<file path="src/rtl/debug_rx_word_assembler.sv">
// Packs the debug UART byte stream into big-endian 32-bit command words with a one-cycle valid pulse.
// Define DEBUG_RX_TIMEOUT_EN to add the inter-byte timeout that discards partial words.
module debug_rx_word_assembler #(
  parameter int                    NB_BITS        = 32,
  parameter int                    NB_BYTE        = 8,
  parameter int                    NB_TIMER       = 24,
  parameter logic [NB_TIMER-1:0]   TIMEOUT_CYCLES = 24'd1000000
) (
  input  logic               i_clk,
  input  logic               i_rst,
  input  logic [NB_BYTE-1:0] i_rx_data,
  input  logic               i_rx_done,
  output logic [NB_BITS-1:0] o_inst,
  output logic               o_valid,
  output logic [1:0]         o_byte_cnt,
  output logic               o_timeout
);

  localparam int NB_KEEP = NB_BITS - NB_BYTE;

  typedef enum logic [1:0] {
    ST_IDLE,
    ST_RECV,
    ST_DONE
  } state_t;

  if (NB_BITS != 4 * NB_BYTE || TIMEOUT_CYCLES == '0) begin : g_bad_cfg
    $error("debug_rx_word_assembler: NB_BITS must be 4*NB_BYTE and TIMEOUT_CYCLES nonzero");
  end

  state_t             r_state;
  logic [NB_KEEP-1:0] r_shift;
  logic [1:0]         r_cnt;

  // The three held bytes plus the incoming one form the finished word.
  wire [NB_BITS-1:0] w_next_word  = {r_shift, i_rx_data};
  wire [NB_KEEP-1:0] w_next_shift = {r_shift[NB_KEEP-NB_BYTE-1:0], i_rx_data};

`ifdef DEBUG_RX_TIMEOUT_EN
  logic [NB_TIMER-1:0] r_timer;
  // An arriving byte always beats expiry on the same edge.
  wire w_expired = (r_state == ST_RECV) && !i_rx_done &&
                   (r_timer == TIMEOUT_CYCLES - 1'b1);
`endif

  // NOTE: all state, including the shift register, is cleared by the synchronous
  // reset, and every assignment here is non-blocking so the edge sees old values.
  always_ff @(posedge i_clk) begin
    if (i_rst) begin
      r_state <= ST_IDLE;
      r_shift <= '0;
      r_cnt   <= '0;
      o_inst  <= '0;
      o_valid <= 1'b0;
`ifdef DEBUG_RX_TIMEOUT_EN
      r_timer   <= '0;
      o_timeout <= 1'b0;
`endif
    end else begin
      o_valid <= 1'b0;
`ifdef DEBUG_RX_TIMEOUT_EN
      o_timeout <= 1'b0;
      if (r_state == ST_RECV && !i_rx_done && !w_expired) r_timer <= r_timer + 1'b1;
      else                                               r_timer <= '0;
`endif
      case (r_state)
        ST_IDLE: begin
          if (i_rx_done) begin
            r_shift <= w_next_shift;
            r_cnt   <= 2'd1;
            r_state <= ST_RECV;
          end
        end
        ST_RECV: begin
          if (i_rx_done) begin
            if (r_cnt == 2'd3) begin
              o_inst  <= w_next_word;
              o_valid <= 1'b1;
              r_shift <= '0;
              r_cnt   <= 2'd0;
              r_state <= ST_DONE;
            end else begin
              r_shift <= w_next_shift;
              r_cnt   <= r_cnt + 2'd1;
            end
          end
`ifdef DEBUG_RX_TIMEOUT_EN
          else if (w_expired) begin
            r_shift   <= '0;
            r_cnt     <= 2'd0;
            o_timeout <= 1'b1;
            r_state   <= ST_IDLE;
          end
`endif
        end
        ST_DONE: begin
          // A byte landing in the valid cycle starts the next word immediately.
          if (i_rx_done) begin
            r_shift <= w_next_shift;
            r_cnt   <= 2'd1;
            r_state <= ST_RECV;
          end else begin
            r_state <= ST_IDLE;
          end
        end
        default: r_state <= ST_IDLE;
      endcase
    end
  end

`ifndef DEBUG_RX_TIMEOUT_EN
  assign o_timeout = 1'b0;
`endif

  assign o_byte_cnt = r_cnt;

endmodule
</file>
<file path="config.mk">
export PLATFORM = sky130hd
export DESIGN_NAME = debug_rx_word_assembler
export DESIGN_NICKNAME = d
export VERILOG_FILES = /design/src/rtl/debug_rx_word_assembler.sv
export SDC_FILE = /design/constraint.sdc
export NUM_CORES = 1
export LEC_CHECK = 0
export ABC_CLOCK_PERIOD_IN_PS = 1400
export CAP_MARGIN = 20
export CORE_AREA = 10 10 88 90
export DETAILED_ROUTE_END_ITERATION = 8
export DIE_AREA = 0 0 98 100
export GPL_ROUTABILITY_DRIVEN = 0
export GPL_TIMING_DRIVEN = 0
export PLACE_DENSITY = 0.69
export SYNTH_ARGS = -nofsm -noshare
export SYNTH_HDL_FRONTEND = slang
export SYNTH_SLANG_ARGS = --single-unit
</file>
<file path="constraint.sdc">
create_clock -name i_clk -period 1.4 [get_ports i_clk]
set_clock_uncertainty 0.1 [all_clocks]
set_input_delay 0.14 -clock i_clk [delete_from_list [all_inputs] [get_ports i_clk]]
set_output_delay 0.14 -clock i_clk [all_outputs]
set_load 0.03 [all_outputs]
</file>
======== Word level (Yosys, flattened, before mapping) ========
Index checks and enable logic that the tools add are counted.
word-level totals
  register bits ........................... 61
  bits in latches ......................... 0
  bits in writable memories ............... 0
  bits in read-only memories .............. 0
  output and inout bits ................... 36
  logic and storage cells ................. 35
  memories kept ........................... 0
operators by class
  add/sub/neg operators ................... 1
  $mul .................................... 0
  divide/modulo/power cells ............... 0
  order comparisons ....................... 0
  equal/unequal tests ..................... 7
  shift operators ......................... 0
  muxes and demuxes ....................... 13
  bitwise logic cells ..................... 2
  reductions and logical operators ........ 7
operator list
  operator             number
  $mux 24              3
  $pmux 24 s2          1
  $mux 2               5
  $reduce_and 3->1     3
  $ne 2x2->1 const B   3
  $pmux 2 s3           1
  $eq 2x2->1 const B   2
  $pmux 2 s2           1
  $reduce_or 3->1      1
  $add 2x1->2 const B  1
  $eq 2x1->1 const B   1
  $logic_not 2->1      1
  $mux 1               2
  $ne 2x1->1 const B   1
  $not 1->1            2
  $reduce_bool 2->1    1
  $reduce_or 2->1      1

======== Logic depth before layout (Yosys ltp) ========
Gate-level depths: netlist of the first run.
  word-level depth ........................ 4
  gate-level depth with buffers ........... 6

======== Worst setup path after synthesis of the first run ========
OpenSTA, ideal clock, no wires.
  kind .................................... register to register
  start ................................... register r_cnt[0] (netlist: o_byte_cnt[0])
  end ..................................... register o_inst[10]
  library setup time ...................... 0.071 ns
  data arrival time ....................... 1.436 ns
  data required time ...................... 1.229 ns
  path slack .............................. -0.207 ns
  cell stages (with the launch flop) ...... 7
  path buffers ............................ 2
  clock period less this slack ............ 1.607 ns
  path through ............................ dfxtp_1 -> ha_1 -> and4b_1 -> buf_6 -> buf_6 -> nand2_1 -> a21oi_2
on the way
  longest elaborated chain between the ends .. 2
ends and longest elaborated chain
  element                            line  source
  start: declaration                 33    logic [1:0] r_cnt;
  start signal: assignment           84    r_cnt <= r_cnt + 2'd1;
  $eq 2x2->1                         76    if (r_cnt == 2'd3) begin
  $reduce_and 3->1 (no source line)  n/a
  end signal: assignment             77    o_inst <= w_next_word;
  end: declaration                   13    output logic [NB_BITS-1:0] o_inst,
No other way between the ends.
A chain may end at the register's enable or synchronous reset.

======== Final worst setup path of the first run ========
  start ................................... register r_cnt[0] (netlist: o_byte_cnt[0])
  end ..................................... register o_inst[30]
Same word-level chain as after synthesis.

==> results by group, run 1 <==
Critical path
  – CP arrival: 1.53 ns
  – Flop-to-flop setup slack: 0.04 ns
  – RR Startpoint: o_byte_cnt[0]
  – Worst Setup End Kind: flip-flop
  – FF-to-FF End: o_inst[30]
  – WS Path Type: reg -> reg
  – Critical path launch point type: flip-flop
  – Critical path fanouts, max: 10
  – Worst setup endpoint: o_inst[30]
  – Required time worst endpoint: 1.57 ns
  – Crit path launch: o_byte_cnt[0]
  – R2R depth: 6

Clock network
  – CTS Buf Count: 9
  – Root buffer cell: clkbuf_8
  – CTS tree: done
  – CTS Buffer Depth: 2
  – Clock Pin Slew Worst Setup and Hold Paths: 0.07 ns
  – Sink Count: 61
  – Number of H-tree levels: 3
  – Clk_lat worst skew: 0.34 ns

Placement
  – DP Wirelength: 4149 um
  – Placed Cells: 392
  – Cell Area, Placed: 2922 sq um
  – I/O Buffers: 43

Final layout
  – Layout Cells excl Fill: 414
  – Post-route cell area: 3223 sq um
  – Syn-to-layout area delta: 35.58%
  – Number of diodes: 0
  – # nets final: 344
  – Share of layout cells above drive strength 1: 0.2404
  – Fillers: 600

Die
  – Initial Utilization: 0.3877
  – Die width: 98 um
  – Die Y: 100 um
  – Core ar.: 6132 sq um
  – Io pins: 47
  – Die Area: 9800 sq um
  – Row count: 29

Global route
  – GR Util met3: 0.04876
  – Largest net degree at the start of global routing: 12
  – Vias in the first global route: 1976
  – Initial antenna violation count: 0
  – Met1 GRT Util: 0.1402
  – Routing usage on met2: 0.1904
  – GRT Total Usage: 0.1206
  – GR peak layer: met2
  – First-pass GRT wire length: 9618 um
  – Gr ovfl total: 0

Synthesis
  – Distinct cells, synth: 21
  – Post-Syn Instances: 272
  – EDFF count, synth: 0
  – Synth top area cells: dfxtp_1 51%, nand2_1 14%, a21oi_2 8.5%
  – Synth Area in Simple Gates: 0.2205
  – Mux share of post-synthesis cell area: 0.008421
  – Post-synth net total: 284
  – FF+latch count, synth: 61
  – Synth warn: 0
  – Most frequent cells after synthesis: 89 x nand2_1, 61 x dfxtp_1, 35 x a21oi_1
  – Mapped Area: 2377 sq um
  – Adder-cell share of the synthesized area: 0.005263
  – Post-Syn Area per Cell: 8.740 sq um
  – Commonest register cell after synthesis: dfxtp_1
  – Post-synth top area share: 0.5137
  – Dominant cell type by area after synthesis: dfxtp_1
  – Post-synth ARST share: 0
  – Largest family of logic cells by synthesized area: simple AND/OR/NAND/NOR gates
  – Compound-gate portion of the synthesized area: 0.1737
  – Seq/Total Area, Yosys: 0.5137
  – Post-Synth XOR/XNOR Area: 0
  – Top-count cell post-synth: nand2_1

Drt
  – WL/cell: 14.15 um
  – WL final: 5858 um
  – Vias per std cell: 4.860
  – Drt pass-1 iters: 4
  – Routed Antenna Nets: 0
  – DRC: 0
  – Drt initial violations: 112
  – Vias: 2012

STA
  – Minimum clock period: 1.360 ns
  – Fmax: 735.4 MHz
  – Final Hold Viols: 0
  – Tcrit/Tclk final: 0.9713
  – Final setup viols: 0
  – Rel. slew slack: 0.5360
  – Final Slew Violations: 0
  – Slew at the pin with the worst max-slew slack: 0.6961 ns
  – RSZ-0062 raised after global routing: yes

Outcome
  – Status: finished clean

Hold path
  – Min-delay worst type: in -> reg

Power and ir drop
  – Leak Pwr: 0.001271 uW
  – Pwr dens: 1162 nW/um^2
  – Max IR drop VDD: 0.5167 mV

Flow run
  – Max-Cap Viols: 0
[critical path: stages, from the launching register on]
cell,delay [ns]
dfxtp_4,0.37
ha_4,0.16
and4b_1,0.21
buf_6,0.14
buf_8,0.14
nand2_1,0.08
a21oi_2,0.10
[layout by cell type, fill, tap and decap left out]
master	synthesis	routed
a21boi_4	1	1
nand2_2	2	6
nand4b_4	1	1
mux2i_1	2	2
a21bo_1	1	1
and4b_1	1	1
dfxtp_1	61	58
a211oi_1	1	1
clkinv_4	0	1
nand3_2	0	1
clkinv_2	0	2
dfxtp_2	0	2
nand4b_1	1	1
buf_8	1	3
nand3_1	24	23
nand2_1	89	85
clkdlybuf4s50_1	0	8
nor2_1	4	4
dfxtp_4	0	1
clkdlybuf4s15_1	0	1
dlymetal6s4s_1	0	1
conb_1	1	1
buf_6	7	9
clkbuf_1	7	7
a21oi_1	35	28
buf_4	7	10
ha_4	0	1
a21oi_2	23	30
clkinvlp_4	0	1
dlygate4sd2_1	0	34
bufinv_16	0	2
clkbuf_8	0	10
[per-layer routing]
metal / vias to the layer above / wire [um]
li1: 1018 / -
met1: 934 / 2635
met2: 52 / 2732
met3: 8 / 385
met4: 0 / 104
met5: - / 0
[per-stage QoR]
stage | TNS [ns] | hold slack, ns | setup slack (ns) | util | total power (uW)
CTS | 0 | 0.1886 | 0.002601 | 0.5083 | 3757
finish | 0 | 0.1740 | 0.04014 | 0.5256 | 3744
floorplan | 0 | 0.1669 | 0.03701 | - | 1949
global route | -0.2741 | 0.2080 | -0.03151 | 0.5256 | 3867
global placement | -0.002490 | 0.3318 | -0.001475 | 0.4764 | 2018
detailed placement | -0.09288 | 0.3447 | -0.02836 | 0.4764 | 2020
[report_power, final]
group | leakage [uW] | internal (uW) | switching (uW)
Clock | 0.000112 | 1050 | 692
Sequential | 0.000496 | 1760 | 23.9
Combinational | 0.000663 | 93.4 | 125
[worst min-delay path by stage]
stage / depth (start not counted) / slack (ns) / startpoint / to
after detailed placement: 3 / 0.34 / i_rx_done / r_state[0]
after floorplan: 2 / 0.17 / i_rx_data[0] / o_inst[0]
after CTS: 2 / 0.19 / i_rst / o_byte_cnt[0]
after global placement: 3 / 0.33 / i_rx_done / r_state[0]
final: 2 / 0.17 / i_rst / o_byte_cnt[0]
after global routing: 4 / 0.21 / i_rx_done / r_state[0]
[sequential cells by signal (all words and copies together), names as in the netlist]
| signal | flops |
|---|---|
| r_state | 2 |
| o_inst | 32 |
| o_byte_cnt | 2 |
| r_shift | 24 |
| o_valid | 1 |
[logic make-up (layout without fill, tap and decap cells)]
group / count (synthesis) / after routing
adders and majority gates: 1 / 1
DFF: 61 / 61
other: 1 / 1
muxes: 2 / 2
AOI/OAI and AO/OA: 61 / 61
buffers and inverters: 24 / 89
and+or+nand+nor: 122 / 122
[repair_timing]
| action | in CTS | in global routing |
|---|---|---|
| hold buffers | 1 | 0 |
| hold endpoints to repair | 3 | 0 |
| pin swaps | 0 | 8 |
| gates resized for setup | 37 | 23 |
| cloned | 0 | 2 |
| setup buffers | 0 | 3 |
| endpoints found under the setup margin | 46 | 49 |
[cell type report]
type                            count  area (sq um)  share of cell area
Multi-Input combinational cell    187          1027              0.3187
Sequential cell                    61          1227              0.3808
Clock inverter                      6         86.33             0.02679
Clock buffer                       10         137.6             0.04270
Tap cell                           77         96.34             0.02989
Buffer                             24         202.7             0.06289
Timing Repair Buffer               49         445.4              0.1382
No activity file was read; power rests on OpenSTA's default activity.
==> run 2, diff against run 1 <==
--- a/config.mk
+++ b/config.mk
@@ -7,12 +7,13 @@
 export LEC_CHECK = 0
 export ABC_CLOCK_PERIOD_IN_PS = 1400
 export CAP_MARGIN = 20
-export CORE_AREA = 10 10 88 90
+export CORE_AREA = 2 2 80 82
 export DETAILED_ROUTE_END_ITERATION = 8
-export DIE_AREA = 0 0 98 100
+export DIE_AREA = 0 0 82 84
 export GPL_ROUTABILITY_DRIVEN = 0
 export GPL_TIMING_DRIVEN = 0
 export PLACE_DENSITY = 0.69
+export SETUP_SLACK_MARGIN = 0.1
 export SYNTH_ARGS = -nofsm -noshare
 export SYNTH_HDL_FRONTEND = slang
 export SYNTH_SLANG_ARGS = --single-unit
==> results by group, run 2 (synthesis results as in run 1) <==
Power and ir drop
  – P_sw: 823.4 uW
  – Max IR drop VDD: 0.5237 mV
  – Pwr dens: 1159 nW/um^2
  – Clock power frac: 0.449
  – Pint: 2826 uW
  – Total power: 3650 uW
  – Leak Pwr: 0.001142 uW
  – Switching part of the total: 0.2256
  – Combinational power share: 0.061
  – Seq pwr share: 0.490

Die
  – Io pins: 47
  – Die width: 82 um
  – Row count: 29
  – Initial Utilization: 0.3900
  – Die Area: 6888 sq um
  – Core ar.: 6096 sq um
  – Die Y: 84 um

Drt
  – Vias: 2010
  – Wire length on met1: 2570 um
  – Drt initial violations: 106
  – DRC: 0
  – WL final: 5469 um
  – Drt pass-1 iters: 4
  – Top Layer Used: met4
  – DR WL met3: 303 um
  – Vias per std cell: 4.843
  – WL/cell: 13.18 um
  – Met2 WL: 2503 um
  – Routed Antenna Nets: 0

Final layout
  – Most common cell after layout, fill and taps aside: nand2_1
  – Share of layout cells above drive strength 1: 0.3373
  – Largest registers: o_inst (32), r_shift (24)
  – Most flop-heavy register: o_inst
  – Max reg flops: 32
  – Most frequent cells in the layout: 83 x nand2_1, 57 x dfxtp_1, 30 x a21oi_1
  – # nets final: 345
  – Number of diodes: 0
  – Syn-to-layout area delta: 32.47%

Global route
  – GRT Total Usage: 0.1728
  – Gr ovfl total: 0
  – Initial antenna violation count: 0
  – Largest net degree at the start of global routing: 11
  – First-pass GRT wire length: 9004 um
  – Vias in the first global route: 1937

Placement
  – DP Wirelength: 3766 um
  – Place WS: -0.03724 ns
  – I/O Buffers: 43

Hold path
  – Min-delay worst type: in -> reg

STA
  – Fmax: 727.7 MHz
  – Tcrit/Tclk final: 0.9816
  – Final Hold Viols: 0
  – Setup ws final: 0.02574 ns
  – Final Slew Violations: 0
  – Rel. slew slack: 0.5441
  – Minimum clock period: 1.374 ns
  – Final setup viols: 0
  – Hold WS: 0.08172 ns
  – Slew at the pin with the worst max-slew slack: 0.6838 ns
  – RSZ-0062 raised after global routing: yes

Outcome
  – Status: finished clean

Flow run
  – Max-Cap Viols: 0

Clock network
  – Clock Pin Slew Worst Setup and Hold Paths: 0.07 ns
  – CTS Buffer Depth: 2
  – Number of H-tree levels: 3
  – Sink Count: 61
  – Clk_lat worst skew: 0.34 ns
  – Root buffer cell: clkbuf_8
  – CTS tree: done
  – CTS Buf Count: 9

Critical path
  – CP max-delay cell: dfxtp_4
  – CP arrival: 1.55 ns
  – WS Path Type: reg -> reg
  – Critical path fanouts, max: 10
  – Worst Setup End Kind: flip-flop
  – Crit-path cells: ha_4 > and4b_1 > buf_6 > buf_8 > nand2_1 > a21oi_2
  – Worst path max stage delay: 0.38 ns
  – Critical path launch point type: flip-flop
  – Required time worst endpoint: 1.58 ns
  – Worst Path Buf+Inv: 2
  – Delay-heaviest family, CP: flip-flops
run 2: changes by cell type in the layout (fill, tap and decap cells not counted), moves of 3 or more:
| cell | delta |
|---|---|
| dlygate4sd2_1 | -33 |
| clkdlybuf4s15_2 | +8 |
| buf_4 | -3 |
| buf_6 | +5 |
| clkbuf_2 | +25 |
run 2: area by class of cell:
class | instances | area, sq um
tap | 77 | 96.34
timing repair buffer | 50 | 380.4
fill | 590 | 2947
buffer | 24 | 210.2
clock inverter | 3 | 42.54
sequential | 61 | 1231
clock buffer | 13 | 168.9
multi-input combinational | 187 | 1020
run 2: worst paths after layout:
check | from | end | slack [ns] | depth (start not counted)
worst max register to register | o_byte_cnt[0] | o_inst[29] | 0.03 | 6
worst min-delay path | i_rx_done | r_state[0] | 0.08 | 4
worst max-delay path | o_byte_cnt[0] | o_inst[29] | 0.03 | 6
worst min register to register | o_inst[4] | o_inst[4] | 0.35 | 2
run 2: power groups by stage:
stage               registers [uW]  clock network, uW  logic (uW)
floorplan                     1830                  0         122
global placement              1830                  0         190
detailed placement            1830                  0         192
CTS                           1790               1670         199
global route                  1790               1740         240
finish                        1790               1640         221
run 2: worst min-delay path: cells and delay by family:
family	cells	cell delay (ns)
AND/OR/NAND/NOR	1	0.05
buffers and inverters	1	0.10
multiplexers	1	0.13
AO/OA/AOI/OAI	1	0.07
run 2: stage by stage:
stage / setup TNS (ns) / cells / instance area [sq um] / util
2_1_floorplan: 0 / 272 / 2407 / -
3_3_place_gp: -0.006303 / 392 / 2934 / 0.4813
3_5_place_dp: -0.05544 / 392 / 2934 / 0.4813
4_1_cts: 0 / 411 / 3198 / 0.5246
5_1_grt: -0.8194 / 415 / 3149 / 0.5166
6_report: 0 / 415 / 3149 / 0.5166
run 2: repair_timing:
action	in CTS	in global routing
endpoints found under the hold margin	3	0
pin swaps	1	14
endpoints found under the setup margin	85	78
hold buffers	1	0
buffers inserted	1	3
gates resized for setup	84	40
gates cloned	1	1
run 2: routing by layer:
| layer | global-route usage | vias to the layer above |
|---|---|---|
| li1 | - | 1016 |
| met1 | 0.2191 | 943 |
| met2 | 0.2579 | 43 |
| met3 | 0.06494 | 8 |
| met4 | 0.07727 | 0 |
| met5 | 0 | - |
